===== src/rtl/uart_frame_pkg.sv =====
`default_nettype none
// ============================================================================
// Module      : uart_frame_pkg
// Description : Shared types and helpers for the uart_frame_rx deframer:
//               the state enum, the default start-of-frame byte and the
//               width helper for the inter-byte timeout counter.
// Revision    : 1.0 - initial release
// ============================================================================
package uart_frame_pkg;

    typedef enum logic [2:0] {
        ST_IDLE    = 3'd0,
        ST_LEN     = 3'd1,
        ST_PAYLOAD = 3'd2,
        ST_CSUM    = 3'd3,
        ST_DRAIN   = 3'd4
    } state_t;

    localparam logic [7:0] SOF_DEFAULT = 8'hAA;

    // Bits needed for a counter that must be able to hold the value CYCLES.
    function automatic int cnt_width(input int cycles);
        return $clog2(cycles + 1);
    endfunction

endpackage
`default_nettype wire


===== src/rtl/uart_frame_rx_if.sv =====
`default_nettype none
// ============================================================================
// Module      : uart_frame_rx_if
// Description : Byte input stream, payload output stream and status/error
//               strobes of the uart_frame_rx deframer.
//               slave  = deframer side, master = environment side.
// Revision    : 1.0 - initial release
// ============================================================================
interface uart_frame_rx_if;

    logic [7:0] in_data;
    logic       in_valid;
    logic [7:0] frm_data;
    logic       frm_valid;
    logic       frm_ready;
    logic       frm_last;
    logic [7:0] frm_len;
    logic       busy;
    logic       csum_err;
    logic       len_err;
    logic       timeout_err;
    logic       overrun_err;

    modport slave (
        input  in_data, in_valid, frm_ready,
        output frm_data, frm_valid, frm_last, frm_len, busy,
               csum_err, len_err, timeout_err, overrun_err
    );

    modport master (
        output in_data, in_valid, frm_ready,
        input  frm_data, frm_valid, frm_last, frm_len, busy,
               csum_err, len_err, timeout_err, overrun_err
    );

endinterface
`default_nettype wire


===== src/rtl/uart_frame_buf.sv =====
`default_nettype none
// ============================================================================
// Module      : uart_frame_buf
// Description : DEPTH x 8 payload buffer, one write port and one registered
//               read port. Storage has no reset. A write to the address being
//               read is forwarded so the read register never shows stale data.
// Revision    : 1.0 - initial release
// ============================================================================
module uart_frame_buf #(
    parameter int DEPTH = 16
) (
    input  logic       clk,
    input  logic       we_i,
    input  logic [7:0] waddr_i,
    input  logic [7:0] wdata_i,
    input  logic [7:0] raddr_i,
    output logic [7:0] rdata_o
);

    localparam int         AW     = (DEPTH > 1) ? $clog2(DEPTH) : 1;
    localparam logic [7:0] DEPTH8 = 8'(DEPTH);

    logic [7:0] mem_q [DEPTH];
    logic [7:0] rdata_q;

    // Storage write; out-of-range addresses are ignored.
    always_ff @(posedge clk) begin
        if (we_i && (waddr_i < DEPTH8)) begin
            mem_q[waddr_i[AW-1:0]] <= wdata_i;
        end
    end

    // Registered read with write-through forwarding.
    always_ff @(posedge clk) begin
        if (we_i && (waddr_i == raddr_i)) begin
            rdata_q <= wdata_i;
        end else if (raddr_i < DEPTH8) begin
            rdata_q <= mem_q[raddr_i[AW-1:0]];
        end else begin
            rdata_q <= 8'h00;
        end
    end

    assign rdata_o = rdata_q;

endmodule
`default_nettype wire


===== src/rtl/uart_frame_rx.sv =====
`default_nettype none
// ============================================================================
// Module      : uart_frame_rx
// Description : Deframer for SOF, LEN, payload [, checksum] byte frames coming
//               from uart_rx. Complete frames are drained on a valid/ready
//               stream; malformed frames are dropped with an error strobe.
//               Build option: UART_FRAME_CSUM_EN enables the trailing
//               checksum byte and csum_err (otherwise csum_err is tied to 0).
// Revision    : 1.0 - initial release
// ============================================================================
module uart_frame_rx
    import uart_frame_pkg::*;
#(
    parameter int         MAX_LEN        = 16,
    parameter logic [7:0] SOF            = SOF_DEFAULT,
    parameter int         TIMEOUT_CYCLES = 125000
) (
    input  logic            clk,
    input  logic            rst,
    uart_frame_rx_if.slave  bus
);

    localparam int         TW   = cnt_width(TIMEOUT_CYCLES);
    localparam logic [7:0] MAX8 = 8'(MAX_LEN);
`ifdef UART_FRAME_CSUM_EN
    localparam state_t ST_AFTER_PAYLOAD = ST_CSUM;
`else
    localparam state_t ST_AFTER_PAYLOAD = ST_DRAIN;
`endif

    state_t          state_q, state_d;
    logic            in_valid_q;
    logic [7:0]      len_q, len_d;
    logic [7:0]      idx_q, idx_d;
    logic [7:0]      rd_idx_q, rd_idx_d;
    logic [TW-1:0]   tmo_q, tmo_d;
    logic            len_err_q, len_err_d;
    logic            timeout_err_q, timeout_err_d;
    logic            overrun_err_q, overrun_err_d;
`ifdef UART_FRAME_CSUM_EN
    logic [7:0]      sum_q, sum_d;
    logic            csum_err_q, csum_err_d;
`endif

    logic            w_accept;
    logic            w_tmo_hit;
    logic            w_xfer;
    logic            w_last;
    logic            buf_we;
    logic [7:0]      buf_rdata;

    assign w_accept  = bus.in_valid & ~in_valid_q;
    assign w_tmo_hit = (tmo_q == TW'(TIMEOUT_CYCLES));
    assign w_xfer    = (state_q == ST_DRAIN) & bus.frm_ready;
    assign w_last    = (rd_idx_q == (len_q - 8'd1));

    // State, counters and error strobes.
    always_ff @(posedge clk or negedge rst) begin
        if (!rst) begin
            state_q       <= ST_IDLE;
            in_valid_q    <= 1'b0;
            len_q         <= 8'd0;
            idx_q         <= 8'd0;
            rd_idx_q      <= 8'd0;
            tmo_q         <= '0;
            len_err_q     <= 1'b0;
            timeout_err_q <= 1'b0;
            overrun_err_q <= 1'b0;
`ifdef UART_FRAME_CSUM_EN
            sum_q         <= 8'd0;
            csum_err_q    <= 1'b0;
`endif
        end else begin
            state_q       <= state_d;
            in_valid_q    <= bus.in_valid;
            len_q         <= len_d;
            idx_q         <= idx_d;
            rd_idx_q      <= rd_idx_d;
            tmo_q         <= tmo_d;
            len_err_q     <= len_err_d;
            timeout_err_q <= timeout_err_d;
            overrun_err_q <= overrun_err_d;
`ifdef UART_FRAME_CSUM_EN
            sum_q         <= sum_d;
            csum_err_q    <= csum_err_d;
`endif
        end
    end

    // Next-state: frame parsing, timeout supervision and drain sequencing.
    always_comb begin
        state_d       = state_q;
        len_d         = len_q;
        idx_d         = idx_q;
        rd_idx_d      = rd_idx_q;
        tmo_d         = '0;
        len_err_d     = 1'b0;
        timeout_err_d = 1'b0;
        overrun_err_d = 1'b0;
        buf_we        = 1'b0;
`ifdef UART_FRAME_CSUM_EN
        sum_d         = sum_q;
        csum_err_d    = 1'b0;
`endif
        case (state_q)
            ST_IDLE: begin
                idx_d    = 8'd0;
                rd_idx_d = 8'd0;
                if (w_accept && (bus.in_data == SOF)) begin
                    state_d = ST_LEN;
                end
            end
            ST_LEN: begin
                if (w_accept) begin
                    if ((bus.in_data == 8'd0) || (bus.in_data > MAX8)) begin
                        len_err_d = 1'b1;
                        state_d   = ST_IDLE;
                    end else begin
                        len_d   = bus.in_data;
                        idx_d   = 8'd0;
`ifdef UART_FRAME_CSUM_EN
                        sum_d   = bus.in_data;
`endif
                        state_d = ST_PAYLOAD;
                    end
                end else if (w_tmo_hit) begin
                    timeout_err_d = 1'b1;
                    state_d       = ST_IDLE;
                end else begin
                    tmo_d = tmo_q + TW'(1);
                end
            end
            ST_PAYLOAD: begin
                if (w_accept) begin
                    buf_we = 1'b1;
                    idx_d  = idx_q + 8'd1;
`ifdef UART_FRAME_CSUM_EN
                    sum_d  = sum_q + bus.in_data;
`endif
                    if ((idx_q + 8'd1) == len_q) begin
                        state_d = ST_AFTER_PAYLOAD;
                    end
                end else if (w_tmo_hit) begin
                    timeout_err_d = 1'b1;
                    state_d       = ST_IDLE;
                end else begin
                    tmo_d = tmo_q + TW'(1);
                end
            end
`ifdef UART_FRAME_CSUM_EN
            ST_CSUM: begin
                if (w_accept) begin
                    if ((sum_q + bus.in_data) == 8'h00) begin
                        state_d = ST_DRAIN;
                    end else begin
                        csum_err_d = 1'b1;
                        state_d    = ST_IDLE;
                    end
                end else if (w_tmo_hit) begin
                    timeout_err_d = 1'b1;
                    state_d       = ST_IDLE;
                end else begin
                    tmo_d = tmo_q + TW'(1);
                end
            end
`endif
            ST_DRAIN: begin
                overrun_err_d = w_accept;
                if (w_xfer) begin
                    if (w_last) begin
                        rd_idx_d = 8'd0;
                        state_d  = ST_IDLE;
                    end else begin
                        rd_idx_d = rd_idx_q + 8'd1;
                    end
                end
            end
            default: begin
                state_d = ST_IDLE;
            end
        endcase
    end

    // The read port fetches the entry that will be on frm_data next cycle.
    uart_frame_buf #(
        .DEPTH (MAX_LEN)
    ) u_buf (
        .clk     (clk),
        .we_i    (buf_we),
        .waddr_i (idx_q),
        .wdata_i (bus.in_data),
        .raddr_i (rd_idx_d),
        .rdata_o (buf_rdata)
    );

    assign bus.frm_valid   = (state_q == ST_DRAIN);
    assign bus.frm_data    = bus.frm_valid ? buf_rdata : 8'h00;
    assign bus.frm_last    = bus.frm_valid & w_last;
    assign bus.frm_len     = bus.frm_valid ? len_q : 8'h00;
    assign bus.busy        = (state_q != ST_IDLE);
    assign bus.len_err     = len_err_q;
    assign bus.timeout_err = timeout_err_q;
    assign bus.overrun_err = overrun_err_q;
`ifdef UART_FRAME_CSUM_EN
    assign bus.csum_err    = csum_err_q;
`else
    assign bus.csum_err    = 1'b0;
`endif

endmodule
`default_nettype wire

===== src/flat_wrapper.sv =====
// flat-port wrapper written by rule: the top's interface ports become plain ports
module uart_frame_rx_flat import uart_frame_pkg::*;
#(
    parameter int         MAX_LEN        = 16,
    parameter logic [7:0] SOF            = SOF_DEFAULT,
    parameter int         TIMEOUT_CYCLES = 125000
)
  (clk, rst, bus_in_data, bus_in_valid, bus_frm_ready, bus_frm_data, bus_frm_valid, bus_frm_last, bus_frm_len, bus_busy, bus_csum_err, bus_len_err, bus_timeout_err, bus_overrun_err);
  uart_frame_rx_if bus_i ();
  input  logic clk;
  input  logic rst;
  input wire logic [$bits(bus_i.in_data)-1:0] bus_in_data;
  input wire logic [$bits(bus_i.in_valid)-1:0] bus_in_valid;
  input wire logic [$bits(bus_i.frm_ready)-1:0] bus_frm_ready;
  output wire logic [$bits(bus_i.frm_data)-1:0] bus_frm_data;
  output wire logic [$bits(bus_i.frm_valid)-1:0] bus_frm_valid;
  output wire logic [$bits(bus_i.frm_last)-1:0] bus_frm_last;
  output wire logic [$bits(bus_i.frm_len)-1:0] bus_frm_len;
  output wire logic [$bits(bus_i.busy)-1:0] bus_busy;
  output wire logic [$bits(bus_i.csum_err)-1:0] bus_csum_err;
  output wire logic [$bits(bus_i.len_err)-1:0] bus_len_err;
  output wire logic [$bits(bus_i.timeout_err)-1:0] bus_timeout_err;
  output wire logic [$bits(bus_i.overrun_err)-1:0] bus_overrun_err;
  assign bus_i.in_data = bus_in_data;
  assign bus_i.in_valid = bus_in_valid;
  assign bus_i.frm_ready = bus_frm_ready;
  assign bus_frm_data = bus_i.frm_data;
  assign bus_frm_valid = bus_i.frm_valid;
  assign bus_frm_last = bus_i.frm_last;
  assign bus_frm_len = bus_i.frm_len;
  assign bus_busy = bus_i.busy;
  assign bus_csum_err = bus_i.csum_err;
  assign bus_len_err = bus_i.len_err;
  assign bus_timeout_err = bus_i.timeout_err;
  assign bus_overrun_err = bus_i.overrun_err;
  uart_frame_rx #(.MAX_LEN(MAX_LEN), .SOF(SOF), .TIMEOUT_CYCLES(TIMEOUT_CYCLES)) u_core (.clk(clk), .rst(rst), .bus(bus_i));
endmodule

===== config.mk =====
export PLATFORM = sky130hd
export DESIGN_NAME = uart_frame_rx_flat
export DESIGN_NICKNAME = d
export VERILOG_FILES = /design/src/rtl/uart_frame_pkg.sv /design/src/rtl/uart_frame_rx_if.sv /design/src/rtl/uart_frame_buf.sv /design/src/rtl/uart_frame_rx.sv /design/src/flat_wrapper.sv
export SDC_FILE = /design/constraint.sdc
export NUM_CORES = 1
export LEC_CHECK = 0
export ABC_AREA = 1
export CORE_MARGIN = 10
export CORE_UTILIZATION = 45
export DETAILED_ROUTE_END_ITERATION = 12
export PLACE_DENSITY = 0.59
export SETUP_SLACK_MARGIN = 0.4
export SYNTH_ARGS = -nofsm -noshare
export SYNTH_HDL_FRONTEND = slang
export SYNTH_HIERARCHICAL = 1
export SYNTH_SLANG_ARGS = --single-unit
export TNS_END_PERCENT = 5

===== constraint.sdc =====
create_clock -name clk -period 4.7 [get_ports clk]
set_input_delay 1.175 -clock clk [delete_from_list [all_inputs] [get_ports clk]]
set_output_delay 1.175 -clock clk [all_outputs]
set_load 0.02 [all_outputs]

# Yosys cells after proc, flatten, opt, wreduce, memory -nomap -nowiden
# Memory sizes are Yosys's and may differ from the RTL's.
# Index checks and enable logic that the tools add are counted.
[op_classes] shift=0 multipliers=0 n_lt_le_gt_ge=3 bitwise=5 div=0 eq_ne=15 reduce_logical=12 n_mux=34 n_addsub=4
[op_table] op="two-way mux 8 bit" n=9
[op_table] op="two-way mux 17 bit" n=3
[op_table] op="== test 8 bit" n=3
[op_table] op="case mux 8 bit (3 select lines)" n=1
[op_table] op="two-way mux 3 bit" n=7
[op_table] op="adder 17 x 1 -> 17 bit, second input constant" n=1
[op_table] op="== test 17 bit, second input constant" n=1
[op_table] op="adder 8 x 1 -> 8 bit, second input constant" n=2
[op_table] op="< comparator 8 x 5 -> 1 bit, second input constant" n=2
[op_table] op="case mux 8 bit (2 select lines)" n=1
[op_table] op="case mux 3 bit (4 select lines)" n=1
[op_table] op="two-way mux 1 bit" n=11
[op_table] op="== test 8 bit, second input constant" n=1
[op_table] op="> comparator 8 x 5 -> 1 bit, second input constant" n=1
[op_table] op="logical NOT 8 bit" n=1
[op_table] op="AND reduction 4 bit" n=2
[op_table] op="subtractor 8 x 1 -> 8 bit, second input constant" n=1
[op_table] op="!= test 2 x 1 -> 1 bit, second input constant" n=3
[op_table] op="!= test 2 bit, second input constant" n=3
[op_table] op="nonzero test 3 bit" n=2
[op_table] op="bitwise AND 1 bit" n=3
[op_table] op="== test 3 x 1 -> 1 bit, second input constant" n=1
[op_table] op="== test 3 x 2 -> 1 bit, second input constant" n=1
[op_table] op="== test 3 bit, second input constant" n=1
[op_table] op="other kinds (8)" n=11
[totals] mem_bits_rw=128 reg_bits=56 out_inout_bits=23 mem_count=1 mem_bits_ro=0 latch_bits=0
[memory_table] memory="u_core.u_buf.mem_q" words=16 width=8 read_ports=1 rd_clocked_by_memory_dff=0 wr=1 line="uart_frame_buf.sv:23" rtl="logic [7:0] mem_q [DEPTH];"

# Logic depth before layout (Yosys ltp)
[logic_depth] word_depth=8 mapped_depth=23

# Hierarchy
# The synthesis kept the hierarchy.
[modules_own_cells] module="uart_frame_buf" instances=1 seq_area_each_um2=4003.8 area_each_um2=6109.6 cells_per_inst=613
[modules_own_cells] module="uart_frame_rx" instances=1 seq_area_each_um2=1201.2 area_each_um2=3109.2 cells_per_inst=447

# Worst setup path before layout
# No wires, ideal clock.
[synth_timing] path_type="input-to-reg" from="input port bus_in_valid" to="memory u_core.u_buf.mem_q[0][0] (enable)" setup_time_ns=0.370 arrival_ns=2.772 required_ns=4.330 cell_stages=8 setup_slack_ns=1.558 path_buffers=0 cell_sequence="inv_1 -> nor2_1 -> inv_1 -> nor2_1 -> nand2_1 -> nor3_1 -> nand3_1 -> nor2_1"
[synth_between] elab_chain_cells=6
[synth_lines] element="from (decl)" line="flat_wrapper.sv:13" rtl="input wire logic [$bits(bus_i.in_valid)-1:0] bus_in_valid;"
[synth_lines] element="bitwise AND 1 bit" line="uart_frame_rx.sv:52" rtl="assign w_accept = bus.in_valid & ~in_valid_q;"
[synth_lines] element="two-way mux 1 bit" line="uart_frame_rx.sv:134" rtl="if (w_accept) begin"
[synth_lines] element="two-way mux 1 bit" line="uart_frame_rx.sv:105" rtl="case (state_q)"
[synth_lines] element="via u_core.buf_we" line="uart_frame_rx.sv:49" rtl="logic buf_we;"
[synth_lines] element="logical AND 1 bit" line="uart_frame_buf.sv:28" rtl="if (we_i && (waddr_i < DEPTH8)) begin"
[synth_lines] element="two-way mux 1 bit" line="uart_frame_buf.sv:28"
[synth_lines] element="two-way mux 1 bit (implied by the code)" line="uart_frame_buf.sv:29" rtl="mem_q[waddr_i[AW-1:0]] <= wdata_i;"
[synth_lines] element="to (decl)" line="uart_frame_buf.sv:23"
# The timed path passes the listed nets, and every way through them passes these cells.

# Worst setup path in the final report
[layout_timing] from="register u_core.len_q[0]" to="output port bus_frm_last"
[layout_between] elab_chain_cells=3
[layout_lines] element="from (decl)" line="uart_frame_rx.sv:33" rtl="logic [7:0] len_q, len_d;"
[layout_lines] element="from (signal assigned)" line="uart_frame_rx.sv:76" rtl="len_q <= len_d;"
[layout_lines] element="subtractor 8 x 1 -> 8 bit" line="uart_frame_rx.sv:55" rtl="assign w_last = (rd_idx_q == (len_q - 8'd1));"
[layout_lines] element="== test 8 bit" line="uart_frame_rx.sv:55"
[layout_lines] element="bitwise AND 1 bit" line="uart_frame_rx.sv:198" rtl="assign bus.frm_last = bus.frm_valid & w_last;"
[layout_lines] element="to (decl)" line="flat_wrapper.sv:17" rtl="output wire logic [$bits(bus_i.frm_last)-1:0] bus_frm_last;"
# No other way between the ends.

==> key figures <==
Run status
  – Status: finished, final reports clean

Routing
  – Antenna-violating nets left: 0
  – Drt via density: 4.91
  – Total wire length: 22700 µm
  – Vias after detailed routing: 6840
  – Drt initial violations: 435
  – Detailed Routing Iterations Pass 1: 5
  – WL/cell: 16.3 µm
  – DR DRC count: 0

Placement
  – GPL Wtd Cong: 0.857
  – Post-Place Worst Slack: 0.420 ns
  – Placed Cells: 1360
  – DPL Wire Length: 15500 µm
  – Port Buffer Count: 33

Logic synthesis
  – Mapped Cells: 1060
  – Mean Syn Cell Area: 8.70 µm²
  – Share of the synthesized area in the top cell type: 41.7%
  – Post-synth EDFFs: 128
  – Synth area leaders: edfxtp_1 42%, nand2_1 13%, dfrtp_1 13%
  – Synthesized net count: 1077
  – Synth unique cells: 47
  – Seq/Total Area, Yosys: 56.5%
  – Synthesized area: 9220 µm²
  – FF+latch count, synth: 184
  – Ys flop type: edfxtp_1
  – Ys Warns: 6
  – Synth async-reset ratio: 26.1%
  – Leading area contributor after synthesis: edfxtp_1

Worst setup path
  – CP dominant cell by count: nor2_1
  – R2r setup slk: 1.42 ns
  – CP Capture Type: primary output
  – Critical path class: flop to primary output
  – Crit path DAT: 2.77 ns
  – Critical-path cell list: inv_1, ha_1, inv_1, nand2_1, nand2_1, nor2_1, nand4_1, nor2_1, nand3_1, nor2_1, clkdlybuf4s50_1
  – Delay of the slowest critical-path stage: 0.63 ns
  – R2R depth: 20
  – Reg-to-Reg Start: u_core/len_q[0]
  – Required @ worst endpoint: 3.52 ns
  – CP max-delay cell: clkdlybuf4s50_1
  – Worst Path Max Fanout: 6
  – Worst reg2reg path endpoint: u_core/u_buf/rdata_o[7]
  – Critical Path Source Type: flop

Die
  – Chip Height: 163 µm
  – Placeable Area: 20200 µm²
  – Die Wd: 163 µm
  – Die area: 26600 µm²
  – Row count: 52
  – Starting density of the core: 45.7%
  – Io pins: 35

Clock network
  – CTS tree: yes
  – CTS buffer count: 17
  – Htree depth: 4
  – Resize count post-CTS: 0
  – Total number of clock tree sinks: 184
  – CTS max path bufs: 2
  – Setup Buffers After CTS: 0
  – Clk Latency, worst-skew pair: 0.43 ns
  – CTS Root Cell: clkbuf_16
  – Worst-path clk slew: 0.07 ns
  – CTS Hold Buffers Added: 0

Final layout
  – # fillers: 1922
  – Ant diodes: 0
  – Proportion of layout cells with a drive suffix above 1: 8.11%
  – Nets: 1126
  – Area growth syn-to-layout: 12.9%
  – Post-route insts no fill: 1392

Power and ir drop
  – Clock share of power: 30.3%
  – Max VDD drop: 0.233 mV
  – P_sw: 1580 µW
  – Seq pwr share: 40.5%
  – Logic gate share of total power: 29.2%
  – Internal power: 2960 µW
  – PwrDens: 436 nW/µm²
  – Leak: 0.00465 µW
  – Sw Share: 34.8%

Global routing
  – Antenna violations before repair: 0
  – First-pass GRT wire length: 35800 µm
  – Gr usage total: 17.4%
  – Vias in the first global route: 6619
  – GRT Residual Overflow: 0
  – Largest net degree at the start of global routing: 66

STA
  – Crit share post-route: 84.0%
  – # setup viols final: 0
  – Max frequency: 0.253 GHz
  – Slew Viols, Final: 0
  – Worst slew margin: 50.9%
  – Fin Clk Skew: 0.00945 ns
  – Fin. Hold Viols: 0
  – Final setup TNS: 0 ns
  – Minimum clock period after layout: 3.95 ns
  – Worst setup margin: 0.753 ns
  – RSZ-0062 raised after global routing: false
  – Actual slew at the worst max-slew pin: 0.734 ns

Hold path
  – Hold EP: u_core/tmo_q[16]
  – WHS Path Cells: 1
  – HP Start: u_core/tmo_q[16]
  – Worst hold path class: flop to flop

Run
  – Max cap viols: 0
## cells by family after synthesis
group                    count (synthesis)  synth area share [%]
AND/OR/NAND/NOR                        589                  28.1
AO/OA/AOI/OAI                           43                  2.82
XOR/XNOR                                13                  1.24
buffers and inverters                  225                  10.7
flip-flops                             184                  56.5
other                                    1                0.0407
adder cells (fa/ha/maj)                  5                 0.679
## critical path: cells and delay by family (launching register included)
kind	cells	cell delay, ns
AND/OR/NAND/NOR	7	0.76
flip-flops	1	0.44
adder cells (fa/ha/maj)	1	0.33
buffers and inverters	3	0.82
## cell usage in the layout (no fill, tap or decap), types with 15 or more instances in the layout
cell type / synthesis / final
buf_4: 3 / 24
clkbuf_16: 0 / 17
clkdlybuf4s50_1: 0 / 32
dfrtp_1: 48 / 48
edfxtp_1: 128 / 128
inv_1: 190 / 190
nand2_1: 324 / 323
nand3_1: 135 / 135
nor2_1: 84 / 84
o21ai_0: 15 / 15
## how the worst max path moves through the flow
| stage | cells past startpoint | endpoint | startpoint | slack, ns |
|---|---|---|---|---|
| 6_report | 11 | bus_frm_last | u_core/len_q[0] | 0.75 |
| 5_1_grt | 10 | bus_frm_last | u_core/len_q[0] | 0.51 |
| 4_1_cts | 11 | bus_frm_last | u_core/len_q[0] | 0.71 |
| 3_5_place_dp | 9 | u_core/u_buf/mem_q[15][2] | bus_in_valid | 0.42 |
| 3_3_place_gp | 9 | u_core/u_buf/mem_q[15][7] | bus_in_valid | 0.52 |
| 2_1_floorplan | 8 | u_core/u_buf/mem_q[0][0] | bus_in_valid | 1.56 |
## cells in the mapped netlist (2+ instances only)
master      n
nor4_1      2
xnor2_1     8
edfxtp_1  128
nand2_1   324
nand3_2     4
nand4_1     8
nor3_2      2
nand2_2     4
o21ai_2     4
dfxtp_1     8
nor2_1     84
nand3_1   135
nor3_1     10
dfrtp_1    48
inv_1     190
nand2_4     2
ha_1        5
buf_6      16
a21oi_1    12
buf_4       3
inv_2       5
xor2_1      5
o21ai_0    15
buf_2       7
o22ai_1     5
nor2_4      5
## layout make-up
type	instances	area (µm²)	share of cell area, %
sequential	184	5200	50.0
multi-input combinational	651	3030	29.1
inverter	197	742	7.13
timing repair buffer	58	526	5.05
clock buffer	18	429	4.12
tap	270	338	3.25
clock inverter	14	139	1.33
## power by group through the flow
stage / combinational, µW / sequential (µW) / clock (µW)
after floorplan: 952 / 1860 / 0
final: 1320 / 1840 / 1380
after global routing: 1480 / 1850 / 1470
after global placement: 1330 / 1880 / 0
after CTS: 1340 / 1840 / 1410
after detailed placement: 1330 / 1870 / 0
## metal layers
| layer | track usage, % | part of all wire [%] | up-vias |
|---|---|---|---|
| met1 | 21.8 | 44 | 3205 |
| met2 | 29.4 | 49 | 151 |
| li1 | - | - | 3453 |
| met4 | 7.09 | 2.5 | 0 |
| met3 | 2.84 | 3.9 | 31 |
| met5 | 0 | 0 | - |
## flip-flops by register name, summed over array words and instances (netlist names)
| register | flops |
|---|---|
| u_core/state_q | 3 |
| u_core/rd_idx_q | 8 |
| u_core/u_buf/rdata_o | 8 |
| u_core/len_q | 8 |
| u_core/bus.len_err | 1 |
| u_core/idx_q | 8 |
| u_core/bus.overrun_err | 1 |
| u_core/in_valid_q | 1 |
| u_core/tmo_q | 17 |
| u_core/u_buf/mem_q | 128 |
| u_core/bus.timeout_err | 1 |
## metrics by stage
step	hold WS (ns)	total power, µW	utilization [%]	instance area, µm²
after global routing	0.524	4800	51.6	10400
after global placement	0.466	3210	48.8	9840
after CTS	0.491	4590	51.6	10400
final	0.489	4540	51.6	10400
after floorplan	0.441	2810	-	9220
after detailed placement	0.480	3210	48.8	9840
Note: power is estimated with default switching activity, not from simulation.
